$ cat src/rtl/apb_master_arbiter.sv
// ============================================================================
// apb_master_arbiter
// ----------------------------------------------------------------------------
// Round-robin arbiter that shares one APB master port among NUM_REQ internal
// requesters. Each accepted request runs one full APB transfer. The transfer
// goes through the IDLE -> SETUP -> ACCESS phases and waits for PREADY. The
// read data and a one-cycle completion pulse then go back to the requester
// that won the grant. Only one transfer is outstanding at a time.
//
// Optional feature (compile-time macro):
//   APB_TIMEOUT_EN  aborts an ACCESS phase after TIMEOUT_CYC cycles without
//                   PREADY and reports it through rsp_err. When the macro is
//                   not defined, ACCESS waits indefinitely and rsp_err is 0.
//
// Ports:
//   PCLK, PRESETn        clock (rising edge), synchronous active-low reset
//   req_valid/_write     per-requester request flag and direction
//   req_addr/_wdata/_strb  flattened per-requester payloads (requester i at
//                        slice i of each bus)
//   req_ready            one-hot grant pulse, combinational in the grant cycle
//   rsp_valid            one-hot completion pulse, registered
//   rsp_rdata, rsp_err   response data and abort flag, held until next completion
//   PSEL..PSTRB          registered APB master outputs
//   PRDATA, PREADY       APB slave responses
// ============================================================================
module apb_master_arbiter #(
    parameter int unsigned NUM_REQ     = 2,
    parameter int unsigned DATA_W      = 32,
    parameter int unsigned ADDR_W      = 32,
    parameter int unsigned TIMEOUT_CYC = 16
) (
    input  logic                          PCLK,
    input  logic                          PRESETn,
    input  logic [NUM_REQ-1:0]            req_valid,
    input  logic [NUM_REQ-1:0]            req_write,
    input  logic [NUM_REQ*ADDR_W-1:0]     req_addr,
    input  logic [NUM_REQ*DATA_W-1:0]     req_wdata,
    input  logic [NUM_REQ*DATA_W/8-1:0]   req_strb,
    output logic [NUM_REQ-1:0]            req_ready,
    output logic [NUM_REQ-1:0]            rsp_valid,
    output logic [DATA_W-1:0]             rsp_rdata,
    output logic                          rsp_err,
    output logic                          PSEL,
    output logic                          PENABLE,
    output logic                          PWRITE,
    output logic [ADDR_W-1:0]             PADDR,
    output logic [DATA_W-1:0]             PWDATA,
    output logic [DATA_W/8-1:0]           PSTRB,
    input  logic [DATA_W-1:0]             PRDATA,
    input  logic                          PREADY
);

    localparam int unsigned STRB_W = DATA_W / 8;
    localparam int unsigned IDX_W  = (NUM_REQ > 1) ? $clog2(NUM_REQ) : 1;
    localparam logic [NUM_REQ-1:0] ONE_HOT0 = {{(NUM_REQ-1){1'b0}}, 1'b1};

    typedef enum logic [1:0] {
        ST_IDLE   = 2'd0,
        ST_SETUP  = 2'd1,
        ST_ACCESS = 2'd2
    } state_e;

    state_e               state_q;
    logic [IDX_W-1:0]     rr_q;
    logic [IDX_W-1:0]     gnt_q;
    logic                 psel_q;
    logic                 penable_q;
    logic                 pwrite_q;
    logic [ADDR_W-1:0]    paddr_q;
    logic [DATA_W-1:0]    pwdata_q;
    logic [STRB_W-1:0]    pstrb_q;
    logic [NUM_REQ-1:0]   rsp_valid_q;
    logic [DATA_W-1:0]    rsp_rdata_q;

    logic                 gnt_any_d;
    logic [IDX_W-1:0]     gnt_idx_d;
    logic [IDX_W-1:0]     rr_d;
    logic [IDX_W-1:0]     cand;
    logic [ADDR_W-1:0]    sel_addr;
    logic [DATA_W-1:0]    sel_wdata;
    logic [STRB_W-1:0]    sel_strb;
    logic                 sel_write;

    // Round-robin search: first pending requester at or after the pointer, wrapping.
    always_comb begin
        gnt_any_d = 1'b0;
        gnt_idx_d = '0;
        cand      = '0;
        for (int unsigned k = 0; k < NUM_REQ; k++) begin
            cand = IDX_W'((32'(rr_q) + k) % NUM_REQ);
            if (!gnt_any_d && req_valid[cand]) begin
                gnt_any_d = 1'b1;
                gnt_idx_d = cand;
            end
        end
    end

    // Pointer moves just past the winner so it has lowest priority next time.
    assign rr_d = (gnt_idx_d == IDX_W'(NUM_REQ - 1)) ? '0 : gnt_idx_d + IDX_W'(1);

    // Payload mux for the winning requester.
    always_comb begin
        sel_addr  = '0;
        sel_wdata = '0;
        sel_strb  = '0;
        sel_write = 1'b0;
        for (int unsigned i = 0; i < NUM_REQ; i++) begin
            if (IDX_W'(i) == gnt_idx_d) begin
                sel_addr  = req_addr[i*ADDR_W +: ADDR_W];
                sel_wdata = req_wdata[i*DATA_W +: DATA_W];
                sel_strb  = req_strb[i*STRB_W +: STRB_W];
                sel_write = req_write[i];
            end
        end
    end

    // Grant acknowledge is only given from IDLE, and never while reset is held.
    assign req_ready = (PRESETn && (state_q == ST_IDLE) && gnt_any_d)
                       ? (ONE_HOT0 << gnt_idx_d) : '0;

`ifdef APB_TIMEOUT_EN
    localparam int unsigned CNT_W = $clog2(TIMEOUT_CYC + 1);
    localparam logic [CNT_W-1:0] CNT_LAST = CNT_W'(TIMEOUT_CYC - 1);

    logic [CNT_W-1:0] wait_cnt_q;
    logic             rsp_err_q;

    assign rsp_err = rsp_err_q;
`else
    // TIMEOUT_CYC only matters when the timeout feature is compiled in.
    logic [31:0] unused_timeout;
    assign unused_timeout = 32'(TIMEOUT_CYC);
    assign rsp_err        = 1'b0;
`endif

    // Transfer sequencer with registered APB and response outputs.
    always_ff @(posedge PCLK) begin
        if (!PRESETn) begin
            state_q     <= ST_IDLE;
            rr_q        <= '0;
            gnt_q       <= '0;
            psel_q      <= 1'b0;
            penable_q   <= 1'b0;
            pwrite_q    <= 1'b0;
            paddr_q     <= '0;
            pwdata_q    <= '0;
            pstrb_q     <= '0;
            rsp_valid_q <= '0;
            rsp_rdata_q <= '0;
`ifdef APB_TIMEOUT_EN
            wait_cnt_q  <= '0;
            rsp_err_q   <= 1'b0;
`endif
        end else begin
            rsp_valid_q <= '0;
            case (state_q)
                ST_IDLE: begin
                    if (gnt_any_d) begin
                        gnt_q    <= gnt_idx_d;
                        rr_q     <= rr_d;
                        paddr_q  <= sel_addr;
                        pwrite_q <= sel_write;
                        pwdata_q <= sel_wdata;
                        pstrb_q  <= sel_write ? sel_strb : '0;
                        psel_q   <= 1'b1;
                        state_q  <= ST_SETUP;
                    end
                end
                ST_SETUP: begin
                    penable_q  <= 1'b1;
                    state_q    <= ST_ACCESS;
`ifdef APB_TIMEOUT_EN
                    wait_cnt_q <= '0;
`endif
                end
                ST_ACCESS: begin
                    if (PREADY) begin
                        rsp_valid_q <= ONE_HOT0 << gnt_q;
                        rsp_rdata_q <= pwrite_q ? '0 : PRDATA;
                        psel_q      <= 1'b0;
                        penable_q   <= 1'b0;
                        state_q     <= ST_IDLE;
`ifdef APB_TIMEOUT_EN
                        rsp_err_q   <= 1'b0;
                    end else if (wait_cnt_q == CNT_LAST) begin
                        // Abort: report error with zero data.
                        rsp_valid_q <= ONE_HOT0 << gnt_q;
                        rsp_rdata_q <= '0;
                        rsp_err_q   <= 1'b1;
                        psel_q      <= 1'b0;
                        penable_q   <= 1'b0;
                        state_q     <= ST_IDLE;
                    end else begin
                        wait_cnt_q  <= wait_cnt_q + CNT_W'(1);
`endif
                    end
                end
                default: begin
                    state_q <= ST_IDLE;
                end
            endcase
        end
    end

    assign PSEL      = psel_q;
    assign PENABLE   = penable_q;
    assign PWRITE    = pwrite_q;
    assign PADDR     = paddr_q;
    assign PWDATA    = pwdata_q;
    assign PSTRB     = pstrb_q;
    assign rsp_valid = rsp_valid_q;
    assign rsp_rdata = rsp_rdata_q;

endmodule

$ cat config.mk
export PLATFORM = sky130hd
export DESIGN_NAME = apb_master_arbiter
export DESIGN_NICKNAME = d
export VERILOG_FILES = /design/src/rtl/apb_master_arbiter.sv
export SDC_FILE = /design/constraint.sdc
export NUM_CORES = 1
export LEC_CHECK = 0
export BUFFER_PORTS_ARGS = -buffer_cell sky130_fd_sc_hd__buf_2
export CORE_ASPECT_RATIO = 0.9
export CORE_MARGIN = 3
export CORE_UTILIZATION = 35
export DETAILED_ROUTE_END_ITERATION = 16
export PLACE_DENSITY = 0.74
export SLEW_MARGIN = 20
export SYNTH_ARGS = -nofsm -noshare
export SYNTH_HDL_FRONTEND = slang
export SYNTH_SLANG_ARGS = --single-unit
$ cat constraint.sdc
create_clock -name PCLK -period 1.5 [get_ports PCLK]
set_input_delay 0.3 -clock PCLK [delete_from_list [all_inputs] [get_ports PCLK]]
set_output_delay 0.3 -clock PCLK [all_outputs]
set_load 0.02 [all_outputs]
==> flow_metrics.env, run 1 <==
export IMPL_cts_sinks=109
export IMPL_end_kind="output port"
export IMPL_rsz0062_at_grt="yes"
export IMPL_numCtsBuffers=9
export IMPL_power_frac_comb=0.218
export IMPL_cp_required_ns=1.20
export IMPL_clockBufferDepth=2
export IMPL_synth_ff_type="dfxtp_1"
export IMPL_cts_tree="yes"
export IMPL_swShare=0.280
export IMPL_first_global_vias=3938
export IMPL_violations="setup timing"
export IMPL_hp_class="in2reg"
export IMPL_ys_async_sr_fraction=0
export IMPL_grt_antenna_before_repair=0
export IMPL_grt_max_degree=74
export IMPL_drcViolationCount=0
export IMPL_drt_wl_total_um=13100
export IMPL_globalplace_congestion=0.825
export IMPL_yosysSeqAreaShare=0.566
export IMPL_grtUsageTotal=0.193
export IMPL_die_y_um=106
export IMPL_p_leak_nw=2.95
export IMPL_wl_per_cell_um=17.0
export IMPL_grt_ovfl_total=0
export IMPL_clock_latency_ns=0.34
export IMPL_viasPerCell=5.43
export IMPL_setup_viol=2
export IMPL_synth_edf_count=0
export IMPL_yosys_warnings=0
export IMPL_run_status="complete, but fails checks"
export IMPL_fin_skew_ns=0.00586
export IMPL_die_area_um2=12300
export IMPL_dr_total_vias=4183
export IMPL_crit_path_start_kind="flip-flop"
export IMPL_avgSynthCellArea_um2=10.7
export IMPL_timing_final_hold_violations=0
export IMPL_crit_type="reg2out"
export IMPL_finish_instance_area_um2=5910
export IMPL_root_buffer="clkbuf_16"
export IMPL_port_buffers=281
export IMPL_finalCriticalPeriod_ns=1.57
export IMPL_ir_drop_v=0.000666
export IMPL_post_route_util=0.565
export IMPL_post_route_period_util=1.05
export IMPL_drt_iter0_drc=483
export IMPL_synth_seq_cells=109
export IMPL_synth_fp_nets=535
export IMPL_n_antenna_cell=0
export IMPL_fin_setup_tns_ns=-0.129
export IMPL_layout_area_overhead_vs_synth_pct=53.4
export IMPL_switching_power_mw=2.01
export IMPL_clock_fmax_mhz=637
export IMPL_final_cell_mix="buf_2, dfxtp_1, nor2_1"
export IMPL_placed_cell_area_um2=5470
export IMPL_final_common_cell="buf_2"
export IMPL_final_net_count=812
export IMPL_drive_gt1_frac=0.517
export IMPL_dieWidth_um=117
export IMPL_start_util=0.368
export IMPL_seqPwrFrac=0.448
export IMPL_intPower_mw=5.17
export IMPL_syn_area_um2=3850
export IMPL_worstPathArrival_ns=1.27
export IMPL_path_max_fanout=3
export IMPL_syn_inst=360
export IMPL_cts_hold_buf=0
export IMPL_max_cap_violations=0
export IMPL_report_final_slew_viol_count=0
export IMPL_ant_nets=0
export IMPL_clk_pin_slew_ns=0.07
export IMPL_core_um2=10500
export IMPL_grt_pass1_wl_um=19000
export IMPL_clockPowerShare=0.333
export IMPL_io_pin_count=283
export IMPL_rows=35
export IMPL_synth_cell_type_count=27
export IMPL_dp_hpwl_um=9280
export IMPL_cts_htree_levels=3
export IMPL_final_setup_worst_slack_ns=-0.0698
export IMPL_first_pass_iters=9
export IMPL_p_per_area_nw_per_um2=1220
-- what timing repair did --
item	in CTS	in global routing
gates cloned	0	3
endpoints found under the setup margin	2	71
pin swaps	5	31
setup buffers	3	2
gates resized for setup	12	4
-- power groups by stage --
| stage | registers, mW | logic, mW | clock network (mW) |
|---|---|---|---|
| finish | 3.22 | 1.57 | 2.39 |
| global route | 3.25 | 1.70 | 2.61 |
| CTS | 3.22 | 1.53 | 2.48 |
| detailed placement | 3.28 | 1.49 | 0 |
| global placement | 3.27 | 1.45 | 0 |
| floorplan | 3.53 | 0.602 | 0 |
-- kinds of logic after synthesis --
group                  count (synthesis)  synth area share
flip-flops                           109             0.566
buffers and inverters                 40            0.0559
AO/OA/AOI/OAI                        118             0.278
AND/OR/NAND/NOR                       92            0.0984
other                                  1          0.000973
-- state kept, by name (all words and copies together) (netlist names) --
signal and cells:
gnt_q 1, rsp_valid 2, state_q 2, PADDR 32, rsp_rdata 32, rr_q 1, PWRITE 1, PSEL 1
PSTRB 4, PWDATA 32, PENABLE 1
-- layout make-up --
class,count,area [um2]
sequential,109,2190
tap,129,161
clock inverter,4,55.1
multi-input combinational,211,1500
inverter,2,7.51
timing repair buffer,304,1750
clock buffer,12,246
fill,921,4560
-- worst max-delay path: stages, from the launching register on --
cell     delay [ns]
dfxtp_2        0.34
nor2_4         0.14
and3_4         0.21
and2_4         0.14
buf_6          0.11
-- cells in the mapped netlist, types with 2 or more instances --
master / count / area [um2]
a21boi_0: 4 / 30.0
a21oi_1: 8 / 40.0
a222oi_1: 64 / 641
a22o_1: 32 / 280
and2_1: 2 / 12.5
and3_1: 6 / 37.5
buf_2: 13 / 65.1
buf_6: 6 / 67.6
clkbuf_1: 18 / 67.6
dfxtp_1: 109 / 2180
inv_1: 2 / 7.51
nand2_1: 7 / 26.3
nor2_1: 71 / 267
nor2b_1: 2 / 12.5
o2bb2ai_1: 4 / 35.0
-- through the flow --
stage / cells / hold slack [ns] / setup slack (ns) / power, mW
5_1_grt: 771 / 0.147 / -0.128 / 7.55
2_1_floorplan: 360 / 0.414 / 0.0112 / 4.13
3_5_place_dp: 748 / 0.436 / -0.0111 / 4.77
3_3_place_gp: 748 / 0.438 / 0.0601 / 4.72
6_report: 771 / 0.167 / -0.0698 / 7.18
4_1_cts: 767 / 0.149 / -0.111 / 7.22
-- path summary, 6_finish.rpt --
kind	from	end	slack, ns	cells past startpoint
max	state_q[0]$_SDFFE_PN0P_	req_ready[0]	-0.07	4
max reg2reg	rr_q$_SDFFE_PN0P_	PADDR[15]$_SDFFE_PN0P_	0.01	6
min reg2reg	PSEL$_SDFFE_PN0P_	PSEL$_SDFFE_PN0P_	0.45	1
min	PRDATA[2]	rsp_rdata[2]$_SDFFE_PN0P_	0.17	2
-- layer usage --
| metal | up-vias | part of all wire | GRT usage |
|---|---|---|---|
| li1 | 1967 | - | - |
| met1 | 1956 | 0.39 | 0.221 |
| met2 | 236 | 0.51 | 0.346 |
| met3 | 24 | 0.078 | 0.0396 |
| met4 | 0 | 0.023 | 0.0737 |
| met5 | - | 0 | 0 |
Note: power is estimated with default switching activity, not from simulation.
==> inputs of run 2 (changes only) <==
Settings changed: CORE_UTILIZATION 35 to 36, PLACE_DENSITY 0.74 to 0.76.
==> run 2 against run 1 <==
  * The run still ends with setup timing left
  * Sequential share of layout area up 0.20 points
  * Design area down 0.53%
  * Wire length increased by 1.6%
  * Critical path depth unchanged
  * Highest routed layer is now met5
==> flow_metrics.env, run 2 (synthesis results as in run 1) <==
export IMPL_final_setup_worst_slack_ns=-0.0658
export IMPL_cts_htree_levels=3
export IMPL_violations="setup timing"
export IMPL_ant_nets=0
export IMPL_wl_per_cell_um=17.2
export IMPL_finalCriticalPeriod_ns=1.57
export IMPL_crit_type="reg2out"
export IMPL_drive_gt1_frac=0.519
export IMPL_fillers=920
export IMPL_die_area_um2=12000
export IMPL_end_kind="output port"
export IMPL_drt_iter0_drc=502
export IMPL_rows=35
export IMPL_n_antenna_cell=0
export IMPL_place_ws_ns=-0.0840
export IMPL_final_net_count=813
export IMPL_r2r_slack_ns=-0.01
export IMPL_clock_fmax_mhz=639
export IMPL_first_global_vias=4049
export IMPL_globalplace_congestion=0.820
export IMPL_grt_max_degree=46
export IMPL_io_pin_count=283
export IMPL_die_y_um=104
export IMPL_final_common_cell="buf_2"
export IMPL_clock_latency_ns=0.34
export IMPL_dieWidth_um=115
export IMPL_final_cell_mix="buf_2, dfxtp_1, nor2_1"
export IMPL_min_to="rsp_rdata[25]$_SDFFE_PN0P_"
export IMPL_run_status="complete, but fails checks"
export IMPL_stdcell_count=772
export IMPL_numCtsBuffers=9
export IMPL_grt_antenna_before_repair=1
export IMPL_path_max_fanout=4
export IMPL_ir_drop_v=0.000498
export IMPL_start_util=0.373
export IMPL_rsz0062_at_grt="yes"
export IMPL_clk_pin_slew_ns=0.08
export IMPL_post_route_period_util=1.04
export IMPL_cpPeakStageDelay_ns=0.34
export IMPL_worstHoldPathCells=2
export IMPL_cts_sinks=109
export IMPL_first_pass_iters=9
export IMPL_viasPerCell=5.39
export IMPL_crit_path_cell_trace="nor2_4, and3_4, and2_4, buf_6"
export IMPL_core_um2=10300
export IMPL_crit_path_start_kind="flip-flop"
export IMPL_cts_tree="yes"
export IMPL_placed_cells=749
export IMPL_grt_pass1_wl_um=19800
export IMPL_root_buffer="clkbuf_16"
export IMPL_grtUsageTotal=0.201
export IMPL_p_leak_nw=2.94
export IMPL_hold_path_startpoint="PRDATA[25]"
export IMPL_report_final_slew_viol_count=0
export IMPL_setup_viol=3
export IMPL_timing_final_hold_violations=0
export IMPL_p_per_area_nw_per_um2=1200
export IMPL_dp_hpwl_um=9730
export IMPL_clockBufferDepth=2
export IMPL_cts_hold_buf=0
export IMPL_max_cap_violations=0
export IMPL_worstPathArrival_ns=1.27
export IMPL_fin_skew_ns=0.0143
export IMPL_fin_setup_tns_ns=-0.144
export IMPL_port_buffers=281
export IMPL_crit_slowest_cell="dfxtp_2"
export IMPL_r2r_end="PADDR[30]$_SDFFE_PN0P_"
export IMPL_layout_area_overhead_vs_synth_pct=52.6
export IMPL_cp_required_ns=1.20
export IMPL_drcViolationCount=0
export IMPL_worst_hold_slack_ns=0.169
export IMPL_grt_ovfl_total=0
export IMPL_rr_worst_depth=6
export IMPL_r2r_start="rr_q$_SDFFE_PN0P_"
export IMPL_hp_class="in2reg"
export IMPL_dr_total_vias=4160
export IMPL_finalPower_mw=7.05
export IMPL_drt_wl_total_um=13300
[run 2: changes by cell type in the layout (fill, tap and decap cells not counted), sizes merged]
cell,change
clkinv,+1
clkbuf,-4
bufinv,-1
inv,+2
buf,+3
[run 2: repair_timing]
item,4_1_cts,5_1_grt
resized for setup,14,6
gates cloned,0,1
pin swaps,7,49
buffers inserted,5,1
endpoints found under the setup margin,6,78
[run 2: how the worst max path moves through the flow]
stage	from	endpoint
global route	state_q[0]$_SDFFE_PN0P_	req_ready[0]
CTS	state_q[1]$_SDFFE_PN0P_	req_ready[0]
floorplan	state_q[0]$_SDFFE_PN0P_	req_ready[0]
finish	state_q[0]$_SDFFE_PN0P_	req_ready[0]
detailed placement	req_valid[1]	PADDR[3]$_SDFFE_PN0P_
global placement	req_valid[1]	PADDR[18]$_SDFFE_PN0P_
[run 2: report_power, final]
group          internal, mW  leakage, nW  switching (mW)
sequential             3.11        0.893           0.114
combinational         0.702         1.91           0.866
clock                  1.16        0.137            1.10
total                  4.97         2.94            2.08
[run 2: layer usage]
| metal | wire, um | global-route usage | vias to the layer above |
|---|---|---|---|
| met3 | 964 | 0.0390 | 21 |
| met1 | 5140 | 0.227 | 1953 |
| met2 | 6950 | 0.372 | 218 |
| li1 | - | - | 1966 |
| met5 | 13 | 0 | - |
| met4 | 235 | 0.0629 | 2 |
[run 2: critical path: cells and delay by family (launching register included)]
family	cells	cell delay, ns
buf+inv	1	0.11
simple gates	3	0.49
flops	1	0.34
[run 2: area by class of cell]
cell class	instances	area [um2]	area share
Inverter	2	7.51	0.00128
Multi-Input combinational cell	211	1500	0.256
Tap cell	129	161	0.0275
Sequential cell	109	2190	0.372
Timing Repair Buffer	305	1740	0.296
Clock inverter	6	52.6	0.00894
Clock buffer	10	229	0.0389
[run 2: metrics by stage]
step                      utilization  area (um2)
after detailed placement        0.528        5460
final                           0.569        5880
after global placement          0.528        5460
after global routing            0.569        5880
after floorplan                     -        3860
after CTS                       0.564        5820
